==> src/rtl/seq_detect_moore_param_pkg.sv <==
// Shared types and helpers for the programmable Moore sequence detector.
package seq_detect_pkg;

  // Width needed to hold a matched-prefix length in the range 0..pat_w.
  function automatic int state_w(input int pat_w);
    return $clog2(pat_w + 1);
  endfunction

  // No leading pattern bits matched yet.
  localparam int STATE_IDLE = 0;

  // Whether a suffix of a completed match may seed the next match.
  typedef enum logic {
    OVL_OFF = 1'b0,
    OVL_ON  = 1'b1
  } ovl_mode_e;

endpackage

==> src/rtl/seq_detect_moore_param_if.sv <==
// Configuration, serial input and status bundle for the sequence detector.
interface seq_detect_moore_param_if
  import seq_detect_pkg::*;
#(
  parameter int PAT_W = 8,
  parameter int CNT_W = 8
);

  localparam int SW = state_w(PAT_W);

  logic             cfg_load;
  logic [PAT_W-1:0] cfg_pat;
  logic [SW-1:0]    cfg_len;
  logic             cfg_ovl;
  logic             in_valid;
  logic             x;
  logic             cnt_clr;
  logic             y;
  logic [CNT_W-1:0] match_cnt;
  logic             cfg_err;
  logic [SW-1:0]    state_o;

  modport master (
    output cfg_load, cfg_pat, cfg_len, cfg_ovl, in_valid, x, cnt_clr,
    input  y, match_cnt, cfg_err, state_o
  );

  modport slave (
    input  cfg_load, cfg_pat, cfg_len, cfg_ovl, in_valid, x, cnt_clr,
    output y, match_cnt, cfg_err, state_o
  );

endinterface

==> src/rtl/seq_detect_moore_param_next_state.sv <==
// Combinational KMP-style fallback: given the matched-prefix length and the
// incoming bit, find the longest pattern prefix that is a suffix of the history.
module seq_next_state
  import seq_detect_pkg::*;
#(
  parameter int PAT_W = 8,
  localparam int SW = state_w(PAT_W)
) (
  input  logic [SW-1:0]    k_i,
  input  logic             x_i,
  input  logic [PAT_W-1:0] pat_i,
  input  logic [SW-1:0]    len_i,
  input  ovl_mode_e        ovl_i,
  output logic [SW-1:0]    next_o
);

  // Pattern bit i in line order: bit 0 is the first bit expected (pat[len-1]).
  function automatic logic patBit(input logic [PAT_W-1:0] pat, input int len, input int i);
    return 1'(pat >> (len - 1 - i));
  endfunction

  logic [SW-1:0] kEff;
  logic          found;
  logic          matchOk;
  logic          histBit;

  // Try candidate lengths from longest to shortest; the first fit wins. The
  // history is the first k pattern bits followed by x, so only pattern bits
  // and x are ever compared.
  always_comb begin
    kEff    = k_i;
    found   = 1'b0;
    matchOk = 1'b0;
    histBit = 1'b0;
    next_o  = '0;
    if (ovl_i == OVL_OFF && k_i == len_i) begin
      kEff = '0;
    end
    for (int j = PAT_W; j >= 1; j--) begin
      matchOk = 1'b0;
      if (!found && j <= int'(len_i) && j <= int'(kEff) + 1) begin
        matchOk = 1'b1;
        for (int m = 0; m < PAT_W; m++) begin
          if (m < j) begin
            histBit = (m == j - 1) ? x_i
                                   : patBit(pat_i, int'(len_i), int'(kEff) + 1 - j + m);
            if (histBit != patBit(pat_i, int'(len_i), m)) begin
              matchOk = 1'b0;
            end
          end
        end
        if (matchOk) begin
          found  = 1'b1;
          next_o = SW'(j);
        end
      end
    end
  end

endmodule

==> src/rtl/seq_detect_moore_param.sv <==
// Programmable Moore serial-pattern detector with overlap control, input
// qualifier, saturating match counter and sticky illegal-length flag.
module seq_detect_moore_param
  import seq_detect_pkg::*;
#(
  parameter int               PAT_W   = 8,
  parameter int               CNT_W   = 8,
  parameter logic [PAT_W-1:0] PAT_RST = PAT_W'(8'b0000_0101),
  parameter int               LEN_RST = 3
) (
  input logic                        clk,
  input logic                        rst,
  seq_detect_moore_param_if.slave    bus
);

  localparam int SW = state_w(PAT_W);

  logic [PAT_W-1:0] pat_q, pat_d;
  logic [SW-1:0]    len_q, len_d;
  ovl_mode_e        ovl_q, ovl_d;
  logic             cfgErr_q, cfgErr_d;
  logic [SW-1:0]    state_q, state_d;
  logic             y_q, y_d;
  logic [CNT_W-1:0] matchCnt_q, matchCnt_d;
  logic [SW-1:0]    nextState;
  logic             lenIllegal;

  seq_next_state #(.PAT_W(PAT_W)) uNext (
    .k_i    (state_q),
    .x_i    (bus.x),
    .pat_i  (pat_q),
    .len_i  (len_q),
    .ovl_i  (ovl_q),
    .next_o (nextState)
  );

  // Next-state, Moore output and counter decisions; config load overrides data.
  always_comb begin
    pat_d      = pat_q;
    len_d      = len_q;
    ovl_d      = ovl_q;
    cfgErr_d   = cfgErr_q;
    state_d    = state_q;
    y_d        = y_q;
    matchCnt_d = matchCnt_q;
    lenIllegal = (bus.cfg_len == '0) || (int'(bus.cfg_len) > PAT_W);
    if (bus.cfg_load) begin
      pat_d    = bus.cfg_pat;
      len_d    = bus.cfg_len;
      ovl_d    = ovl_mode_e'(bus.cfg_ovl);
      cfgErr_d = lenIllegal;
      state_d  = SW'(STATE_IDLE);
      y_d      = 1'b0;
    end else if (bus.in_valid && !cfgErr_q) begin
      state_d = nextState;
      y_d     = (nextState == len_q);
      if (y_d && matchCnt_q != '1) begin
        matchCnt_d = matchCnt_q + 1'b1;
      end
    end
    if (bus.cnt_clr) begin
      matchCnt_d = '0;
    end
  end

  // State, config and status registers with asynchronous return to defaults.
  always_ff @(posedge clk or posedge rst) begin
    if (rst) begin
      pat_q      <= PAT_RST;
      len_q      <= SW'(LEN_RST);
      ovl_q      <= OVL_ON;
      cfgErr_q   <= 1'b0;
      state_q    <= SW'(STATE_IDLE);
      y_q        <= 1'b0;
      matchCnt_q <= '0;
    end else begin
      pat_q      <= pat_d;
      len_q      <= len_d;
      ovl_q      <= ovl_d;
      cfgErr_q   <= cfgErr_d;
      state_q    <= state_d;
      y_q        <= y_d;
      matchCnt_q <= matchCnt_d;
    end
  end

  assign bus.y         = y_q;
  assign bus.match_cnt = matchCnt_q;
  assign bus.cfg_err   = cfgErr_q;
  assign bus.state_o   = state_q;

endmodule

==> src/flat_wrapper.sv <==
// flat-port wrapper written by rule: the top's interface ports become plain ports
module seq_detect_moore_param_flat import seq_detect_pkg::*;
#(
  parameter int               PAT_W   = 8,
  parameter int               CNT_W   = 8,
  parameter logic [PAT_W-1:0] PAT_RST = PAT_W'(8'b0000_0101),
  parameter int               LEN_RST = 3
)
  (clk, rst, bus_cfg_load, bus_cfg_pat, bus_cfg_len, bus_cfg_ovl, bus_in_valid, bus_x, bus_cnt_clr, bus_y, bus_match_cnt, bus_cfg_err, bus_state_o);
  seq_detect_moore_param_if #(.PAT_W(PAT_W), .CNT_W(CNT_W)) bus_i ();
  input logic clk;
  input logic rst;
  input wire logic [$bits(bus_i.cfg_load)-1:0] bus_cfg_load;
  input wire logic [$bits(bus_i.cfg_pat)-1:0] bus_cfg_pat;
  input wire logic [$bits(bus_i.cfg_len)-1:0] bus_cfg_len;
  input wire logic [$bits(bus_i.cfg_ovl)-1:0] bus_cfg_ovl;
  input wire logic [$bits(bus_i.in_valid)-1:0] bus_in_valid;
  input wire logic [$bits(bus_i.x)-1:0] bus_x;
  input wire logic [$bits(bus_i.cnt_clr)-1:0] bus_cnt_clr;
  output wire logic [$bits(bus_i.y)-1:0] bus_y;
  output wire logic [$bits(bus_i.match_cnt)-1:0] bus_match_cnt;
  output wire logic [$bits(bus_i.cfg_err)-1:0] bus_cfg_err;
  output wire logic [$bits(bus_i.state_o)-1:0] bus_state_o;
  assign bus_i.cfg_load = bus_cfg_load;
  assign bus_i.cfg_pat = bus_cfg_pat;
  assign bus_i.cfg_len = bus_cfg_len;
  assign bus_i.cfg_ovl = bus_cfg_ovl;
  assign bus_i.in_valid = bus_in_valid;
  assign bus_i.x = bus_x;
  assign bus_i.cnt_clr = bus_cnt_clr;
  assign bus_y = bus_i.y;
  assign bus_match_cnt = bus_i.match_cnt;
  assign bus_cfg_err = bus_i.cfg_err;
  assign bus_state_o = bus_i.state_o;
  seq_detect_moore_param #(.PAT_W(PAT_W), .CNT_W(CNT_W), .PAT_RST(PAT_RST), .LEN_RST(LEN_RST)) u_core (.clk(clk), .rst(rst), .bus(bus_i));
endmodule
==> config.mk <==
export PLATFORM = sky130hd
export DESIGN_NAME = seq_detect_moore_param_flat
export DESIGN_NICKNAME = d
export VERILOG_FILES = /design/src/rtl/seq_detect_moore_param_pkg.sv /design/src/rtl/seq_detect_moore_param_if.sv /design/src/rtl/seq_detect_moore_param_next_state.sv /design/src/rtl/seq_detect_moore_param.sv /design/src/flat_wrapper.sv
export SDC_FILE = /design/constraint.sdc
export NUM_CORES = 1
export LEC_CHECK = 0
export ABC_AREA = 1
export BUFFER_PORTS_ARGS = -buffer_cell sky130_fd_sc_hd__buf_4
export CAP_MARGIN = 10
export CORE_ASPECT_RATIO = 0.9
export CORE_MARGIN = 1
export CORE_UTILIZATION = 35
export DETAILED_ROUTE_END_ITERATION = 10
export GPL_TIMING_DRIVEN = 0
export SKIP_LAST_GASP = 1
export SYNTH_ARGS = -nofsm -noshare
export SYNTH_HDL_FRONTEND = slang
export SYNTH_SLANG_ARGS = --single-unit
==> constraint.sdc <==
create_clock -name clk -period 11 [get_ports clk]
set_clock_uncertainty 0.15 [all_clocks]
set_input_delay 1.1 -clock clk [delete_from_list [all_inputs] [get_ports clk]]
set_output_delay 1.1 -clock clk [all_outputs]
set_load 0.02 [all_outputs]
==> flow_summary_export.csv, run 1 <==
group,metric,value,unit
layout,final_area,17700,um2
setup_path,critical-path-slowest-cell,"dfstp_2",
sta,fin_crit_sh,92.2,%
routing,wl,56.1,mm
yosys,synth_top_cells_by_area,"nand2_1, ha_1, inv_1, nand3_1, fa_1",
yosys,synth.ff_latch_count,27,
yosys,synth_mux_area_share,0.0607,%
setup_path,worst_setup_path_end_kind,"flip-flop",
yosys,synthXorXnorAreaFrac,4.78,%
layout,n_diodes,0,
global_routing,grt_start_max_net_pins,44,
sta,holdWs,0.316,ns
setup_path,reg2reg_slack,0.86,ns
clocking,cts.hold.buffers_added,0,
clocking,clkTransAtPathRegs,0.07,ns
sta,achievable-frequency,98.6,MHz
hold_path,hp-start,"u_core.ovl_q$_DFFE_PP1P_",
placed_design,placed_area,17500,um2
yosys,synthAdderAreaFrac,25.3,%
power_and_ir_drop,peakVddDrop,87.8,uV
power_and_ir_drop,power.sequential.fraction,6.0,%
global_routing,globalRoute.totalOverflow,0,
sta,timing_worst_slew_pin_value,1.01,ns
floorplanning,core_area,46500,um2
clocking,tritoncts.num_buffers,3,
yosys,yosysMostFrequentCell,"nand2_1",
yosys,async_flop_share,100,%
global_routing,groute.usage.overall,23.1,%
yosys,synthFlopType,"dfrtp_1",
clocking,h-tree-depth,1,
yosys,synth_compound_gate_area_share,11.6,%
yosys,synth_nets,3162,
setup_path,timing.critical_path.arrival,10.14,ns
clocking,clock_tree_from_tritoncts,"built",
routing,topRoutingLayerUsed,"met5",
routing,routed-wl-met2,23.9,mm
yosys,edff_count_synth,0,
routing,routed_wire_length_per_instance,16.0,um
setup_path,timing.critical_path.slowest_cell_delay,0.76,ns
routing,via_density,5.15,
setup_path,r2r_cells,46,
setup_path,crit_fanout,17,
routing,drtAntennaViolNets,0,
sta,timing_hold_violations_final,0,
yosys,mappedNetlistArea,16500,um2
yosys,synth.lib_cells_used.distinct,60,
layout,design.final.nets,3202,
hold_path,timing.hold.worst.class,"reg -> reg",
setup_path,cp_data_required_time,11.00,ns
yosys,synth_area_per_cell,5.80,um2
run,maxCapViolations,0,
sta,report.final.setup_viol,0,
routing,route.met3.wl,3.80,mm
setup_path,critical_path.reg2reg.startpoint,"u_core.len_q[0]$_DFFE_PP1P_",
global_routing,first_global_vias,16400,
floorplanning,dieHeight,208,um
yosys,synth_cells,2846,
sta,grt_setup_unrepaired,"false",
floorplanning,die_width,231,um
floorplanning,initial_utilization,35.4,%
sta,timing.slew.headroom,32.4,%
global_routing,grt_antenna_before_repair,1,
routing,routedLengthMet1,27.3,mm
setup_path,r2r_end,"u_core.bus.match_cnt[6]$_DFFE_PP0P_",
yosys,synth_seq_area_share,4.13,%
routing,detail_route.first_pass.iterations,7,
power_and_ir_drop,total_internal_power,0.000752,W
clocking,cts.sink_count,27,
power_and_ir_drop,clockPowerShare,4.1,%
power_and_ir_drop,pleak,9.61,nW
yosys,synth_top_family_by_area,"simple AND/OR/NAND/NOR gates",
global_routing,first_pass_grt_wire_length,89.0,mm
clocking,clock_latency,0.26,ns
sta,timing.final.crit_period,10.14,ns
yosys,synth_top_area_share,19.4,%
layout,fraction_of_final_layout_cells_sized_beyond_drive_strength_1,7.38,%
routing,detailroute.via_count,18000,
clocking,max-clock-path-buffers,2,
placed_design,dp_hpwl,46.2,mm
power_and_ir_drop,power_density,113,nW/um2
yosys,synthTopCellsByCount,"nand2_1, inv_1, nor2_1",
floorplanning,area_of_the_die,48000,um2
yosys,post_synth_and_or_nand_nor_area_fraction,42.6,%
sta,drv_slew,0,
yosys,synthesis.yosys.warnings,0,
power_and_ir_drop,totalPowerFinal,0.00200,W
hold_path,worst_hold_path.num_cells,2,
yosys,post-synth-top-area-cell,"nand2_1",
layout,synthToLayoutAreaGrowth,7.07,%
power_and_ir_drop,switchingPower,0.00124,W
placed_design,gp_congestion,1.02,
power_and_ir_drop,power.combinational.fraction,89.8,%
outcome,outcome,"finished, final reports clean",
clocking,root_buffer,"clkbuf_16",
setup_path,setup.worst_path.class,"reg -> reg",
routing,drt_drc_violations_left,0,
floorplanning,std_cell_rows,75,
setup_path,cp-start-kind,"flip-flop",
hold_path,whs_endpoint,"u_core.ovl_q$_DFFE_PP1P_",
routing,initial_detailed_routing_violation_count,1633,
placed_design,place.port_buffers,30,
power_and_ir_drop,power.switching_fraction,62.3,%
floorplanning,io-pin-count,33,
-- layout make-up --
| class | instances | area [um2] |
|---|---|---|
| inverters | 427 | 1610 |
| clock buffers | 3 | 75.1 |
| fillers | 5350 | 28900 |
| repair buffers | 34 | 288 |
| repair inverters | 1 | 5.00 |
| flip-flops and latches | 27 | 682 |
| plain buffers | 52 | 292 |
| clock inverters | 1 | 5.00 |
| multi-input cells | 2340 | 13900 |
| well taps | 616 | 771 |
-- metrics by stage --
| step | std cells | setup slack (ns) | setup TNS (ns) | util [%] |
|---|---|---|---|---|
| CTS | 3499 | 0.337 | 0 | 37.9 |
| floorplan | 2846 | 2.60 | 0 | - |
| global placement | 3492 | -0.424 | -3.58 | 37.6 |
| finish | 3501 | 0.863 | 0 | 37.9 |
| detailed placement | 3494 | -0.472 | -3.96 | 37.7 |
| global route | 3501 | 0.199 | 0 | 37.9 |
-- worst max-delay path: cells and delay by family (launching register included) --
family | cells | cell delay (ns)
buf+inv | 9 | 2.04
simple gates | 31 | 4.92
flops | 1 | 0.76
fa+ha+maj | 6 | 2.07
-- power groups by stage --
| stage | clock network [W] | logic [W] | registers (W) |
|---|---|---|---|
| finish | 0.0000828 | 0.00179 | 0.000120 |
| CTS | 0.0000846 | 0.00177 | 0.000119 |
| global placement | 0 | 0.00175 | 0.000121 |
| detailed placement | 0 | 0.00176 | 0.000121 |
| global route | 0.0000878 | 0.00203 | 0.000120 |
| floorplan | 0 | 0.00132 | 0.000116 |
-- cell usage in the layout, fill, tap and decap left out, types with 5 or more instances in the layout --
cell	instances
xnor2_1	20
buf_2	25
dfstp_2	5
or2_2	9
dfrtp_1	22
o21ai_0	152
o211ai_1	13
o21ai_1	15
inv_1	398
nor2_1	294
nor2_4	7
buf_6	6
nand2_2	28
xor2_1	65
clkbuf_1	12
a31oi_1	5
nand2_1	851
o21ai_2	5
nor3_1	33
fa_1	61
ha_1	235
nand2_4	5
a21oi_1	109
a211oi_1	8
a21oi_2	9
nand3b_1	13
nor2_2	16
nand4_1	49
nand3_1	276
nand3_2	15
buf_4	36
inv_2	23
-- kinds of logic after synthesis --
kind of cell | after synthesis
buf+inv | 479
xor+xnor | 87
simple gates | 1611
fa+ha+maj | 297
flops | 27
mux | 1
compound gates | 344
-- timing repair --
action | CTS | global route
resized for setup | 3 | 2
endpoints found under the setup margin | 10 | 9
buffers inserted | 0 | 2
gates cloned | 1 | 0
-- flip-flops by register name (all words and copies together) (netlist names) --
name	cells
u_core.bus.y	1
u_core.len_q	4
u_core.pat_q	8
u_core.bus.state_o	4
u_core.bus.match_cnt	8
u_core.ovl_q	1
u_core.bus.cfg_err	1
-- routing by layer --
layer  GRT usage (%)  up-vias
met5               0        -
met4            4.48        2
met3            2.19       56
met2            35.4      569
met1            34.8     8224
li1                -     9193
-- how the worst max path moves through the flow --
stage,end,cells after the start,start
finish,u_core.bus.match_cnt[6]$_DFFE_PP0P_,46,u_core.len_q[0]$_DFFE_PP1P_
detailed placement,u_core.bus.match_cnt[0]$_DFFE_PP0P_,44,u_core.len_q[0]$_DFFE_PP1P_
global route,u_core.bus.match_cnt[0]$_DFFE_PP0P_,46,u_core.len_q[0]$_DFFE_PP1P_
floorplan,u_core.bus.match_cnt[6]$_DFFE_PP0P_,48,u_core.len_q[0]$_DFFE_PP1P_
global placement,u_core.bus.match_cnt[2]$_DFFE_PP0P_,44,u_core.len_q[0]$_DFFE_PP1P_
CTS,u_core.bus.match_cnt[0]$_DFFE_PP0P_,44,u_core.len_q[0]$_DFFE_PP1P_
No activity file was read; power rests on OpenSTA's default activity.
==> inputs of run 2 (changes only) <==
--- a/config.mk
+++ b/config.mk
@@ -5,9 +5,9 @@
 export SDC_FILE = /design/constraint.sdc
 export NUM_CORES = 1
 export LEC_CHECK = 0
-export ABC_AREA = 1
+export ABC_AREA = 0
+export ABC_CLOCK_PERIOD_IN_PS = 11000
 export BUFFER_PORTS_ARGS = -buffer_cell sky130_fd_sc_hd__buf_4
-export CAP_MARGIN = 10
 export CORE_ASPECT_RATIO = 0.9
 export CORE_MARGIN = 1
 export CORE_UTILIZATION = 35
==> flow_summary_export.csv, run 2 <==
group,metric,value,unit
global_routing,first_pass_grt_wire_length,83.5,mm
setup_path,critical-path-slowest-cell,"a2111oi_2",
setup_path,setup.worst_path.class,"reg -> reg",
floorplanning,dieHeight,203,um
floorplanning,area_of_the_die,45600,um2
yosys,async_flop_share,100,%
clocking,tritoncts.num_buffers,3,
run,maxCapViolations,0,
layout,synthToLayoutAreaGrowth,8.52,%
routing,detail_route.first_pass.iterations,9,
layout,fraction_of_final_layout_cells_sized_beyond_drive_strength_1,8.64,%
global_routing,globalRoute.totalOverflow,0,
routing,drtAntennaViolNets,0,
setup_path,timing.critical_path.arrival,10.34,ns
yosys,synthesis.yosys.warnings,0,
yosys,synth_area_per_cell,7.95,um2
floorplanning,io-pin-count,33,
outcome,outcome,"finished, violations left",
power_and_ir_drop,total_internal_power,0.000803,W
sta,grt_setup_unrepaired,"false",
yosys,synth.ff_latch_count,27,
power_and_ir_drop,power.switching_fraction,55.5,%
outcome,violations,"design-rule violations",
placed_design,place.port_buffers,31,
yosys,edff_count_synth,0,
sta,final_critical_path_setup_slack,0.669,ns
floorplanning,die_width,225,um
setup_path,cp-start-kind,"flip-flop",
global_routing,first_global_vias,14800,
routing,wl,52.5,mm
power_and_ir_drop,pleak,7.20,nW
placed_design,gp_congestion,0.962,
yosys,mappedNetlistArea,15600,um2
layout,layout.cells.most_common,"ha_1",
setup_path,critical_path.most_common_cell,"ha_1",
clocking,clock_tree_from_tritoncts,"built",
sta,timing.slew.headroom,6.05,%
sta,timing_hold_violations_final,0,
sta,report.final.setup_viol,0,
sta,holdWs,0.375,ns
setup_path,crit_fanout,16,
floorplanning,std_cell_rows,73,
setup_path,cp_data_required_time,11.01,ns
floorplanning,core_area,44100,um2
global_routing,groute.usage.overall,22.6,%
placed_design,dp_hpwl,41.2,mm
layout,design.final.nets,2331,
routing,detailroute.via_count,15800,
hold_path,timing.hold.worst.class,"reg -> reg",
routing,initial_detailed_routing_violation_count,1523,
layout,fillerInstances,4540,
sta,fin_crit_sh,93.9,%
global_routing,grt_start_max_net_pins,62,
yosys,synth_nets,2284,
power_and_ir_drop,peakVddDrop,69.2,uV
power_and_ir_drop,power.combinational.fraction,88.6,%
power_and_ir_drop,switchingPower,0.00100,W
yosys,synth_top_area_share,18.9,%
sta,timing_worst_slew_pin_value,1.41,ns
power_and_ir_drop,clockPowerShare,5.1,%
sta,timing.final.crit_period,10.33,ns
clocking,clkTransAtPathRegs,0.08,ns
yosys,synth_seq_area_share,4.36,%
layout,final_standard_cell_utilization_of_the_core,38.5,%
setup_path,worst_setup_path_end_kind,"flip-flop",
yosys,synthFlopType,"dfrtp_1",
yosys,yosysMostFrequentCell,"ha_1",
clocking,root_buffer,"clkbuf_16",
yosys,synth.lib_cells_used.distinct,103,
clocking,max-clock-path-buffers,2,
global_routing,grt_antenna_before_repair,0,
clocking,clock_latency,0.27,ns
yosys,post-synth-top-area-cell,"ha_1",
clocking,h-tree-depth,1,
setup_path,reg2reg_slack,0.67,ns
power_and_ir_drop,totalPowerFinal,0.00180,W
routing,via_density,6.04,
sta,drv_slew,0,
placed_design,post_place_setup_slack,-2.48,ns
floorplanning,initial_utilization,35.5,%
layout,n_diodes,0,
setup_path,timing.critical_path.slowest_cell_delay,0.76,ns
routing,routed_wire_length_per_instance,20.1,um
clocking,cts.sink_count,27,
power_and_ir_drop,power_density,106,nW/um2
yosys,synth_cells,1968,
sta,achievable-frequency,96.8,MHz
yosys,synthTopCellsByCount,"ha_1, inv_1, nand2_1",
power_and_ir_drop,power.sequential.fraction,6.4,%
routing,drt_drc_violations_left,1,
yosys,synth_top_cells_by_area,"ha_1, fa_1, mux4_2, xnor2_1, mux2i_1",
layout,layout.cells.most_common_list,"ha_1, inv_1, nand2_1",
[run 2: changes by cell type after synthesis, moves of 57 or more]
cell      previous run  this run
clkbuf_1            13        98
inv_1              400       142
mux2i_1              1        58
nand2_1            851       130
nand3_1            276        44
nor2_1             294        92
[run 2: kinds of logic after synthesis]
| logic type | Yosys count | share of synthesized area, % |
|---|---|---|
| multiplexers | 129 | 11.4 |
| AND/OR/NAND/NOR | 574 | 20.0 |
| adder cells (fa/ha/maj) | 298 | 26.7 |
| XOR/XNOR | 105 | 6.01 |
| AO/OA/AOI/OAI | 564 | 24.8 |
| buffers and inverters | 271 | 6.71 |
| flip-flops | 27 | 4.36 |
[run 2: worst paths after layout]
kind / startpoint / depth (start not counted) / endpoint
min: u_core.bus.y$_DFFE_PP0P_ / 2 / u_core.bus.y$_DFFE_PP0P_
max in group asynchronous: rst / 2 / u_core.pat_q[3]$_DFFE_PP0P_
min in group asynchronous: rst / 2 / u_core.bus.y$_DFFE_PP0P_
min reg2reg: u_core.bus.y$_DFFE_PP0P_ / 2 / u_core.bus.y$_DFFE_PP0P_
max reg2reg: u_core.len_q[0]$_DFFE_PP1P_ / 31 / u_core.bus.match_cnt[7]$_DFFE_PP0P_
max: u_core.len_q[0]$_DFFE_PP1P_ / 31 / u_core.bus.match_cnt[7]$_DFFE_PP0P_
[run 2: metal layers]
layer | GRT usage (%) | up-vias | wire, um
li1 | - | 7422 | -
met1 | 32.6 | 7541 | 23500
met2 | 34.6 | 727 | 22700
met3 | 3.66 | 95 | 4870
met4 | 5.86 | 0 | 1370
met5 | 0 | - | 0
[run 2: power by group through the flow]
stage,sequential (W),combinational [W],clock (W)
6_report,0.000115,0.00160,0.0000914
5_1_grt,0.000115,0.00176,0.0000959
4_1_cts,0.000114,0.00156,0.0000929
3_5_place_dp,0.000116,0.00155,0
3_3_place_gp,0.000116,0.00151,0
2_1_floorplan,0.000114,0.00117,0
[run 2: repair_timing]
| action | CTS | global route |
|---|---|---|
| hold buffers | 0 | 0 |
| setup buffers | 5 | 3 |
| endpoints found under the setup margin | 13 | 9 |
| pin swaps | 0 | 2 |
| hold endpoints to repair | 0 | 0 |
| resized for setup | 9 | 7 |
[run 2: critical path, delay by kind of cell, from the launching register on]
kind                     cells  cell delay, ns
adder cells (fa/ha/maj)      5            1.63
AO/OA/AOI/OAI                5            2.62
buffers and inverters        8            1.81
AND/OR/NAND/NOR             10            2.58
XOR/XNOR                     2            0.33
flip-flops                   1            0.73
multiplexers                 1            0.36
[run 2: stage by stage]
step	area (um2)	instances	TNS [ns]
6_report	17000	2614	0
5_1_grt	17000	2614	0
4_1_cts	16900	2610	0
3_5_place_dp	16700	2601	-28.21
3_3_place_gp	16600	2599	-33.51
2_1_floorplan	15600	1968	0
[run 2: cell type report]
| type | instances | area, um2 | area share [%] |
|---|---|---|---|
| Buffer | 121 | 490 | 2.89 |
| Clock buffer | 3 | 75.1 | 0.442 |
| Multi-Input combinational cell | 1670 | 14000 | 82.5 |
| Inverter | 149 | 564 | 3.32 |
| Sequential cell | 27 | 682 | 4.02 |
| Clock inverter | 1 | 8.76 | 0.0516 |
| Timing Repair Buffer | 43 | 407 | 2.39 |
| Tap cell | 600 | 751 | 4.42 |
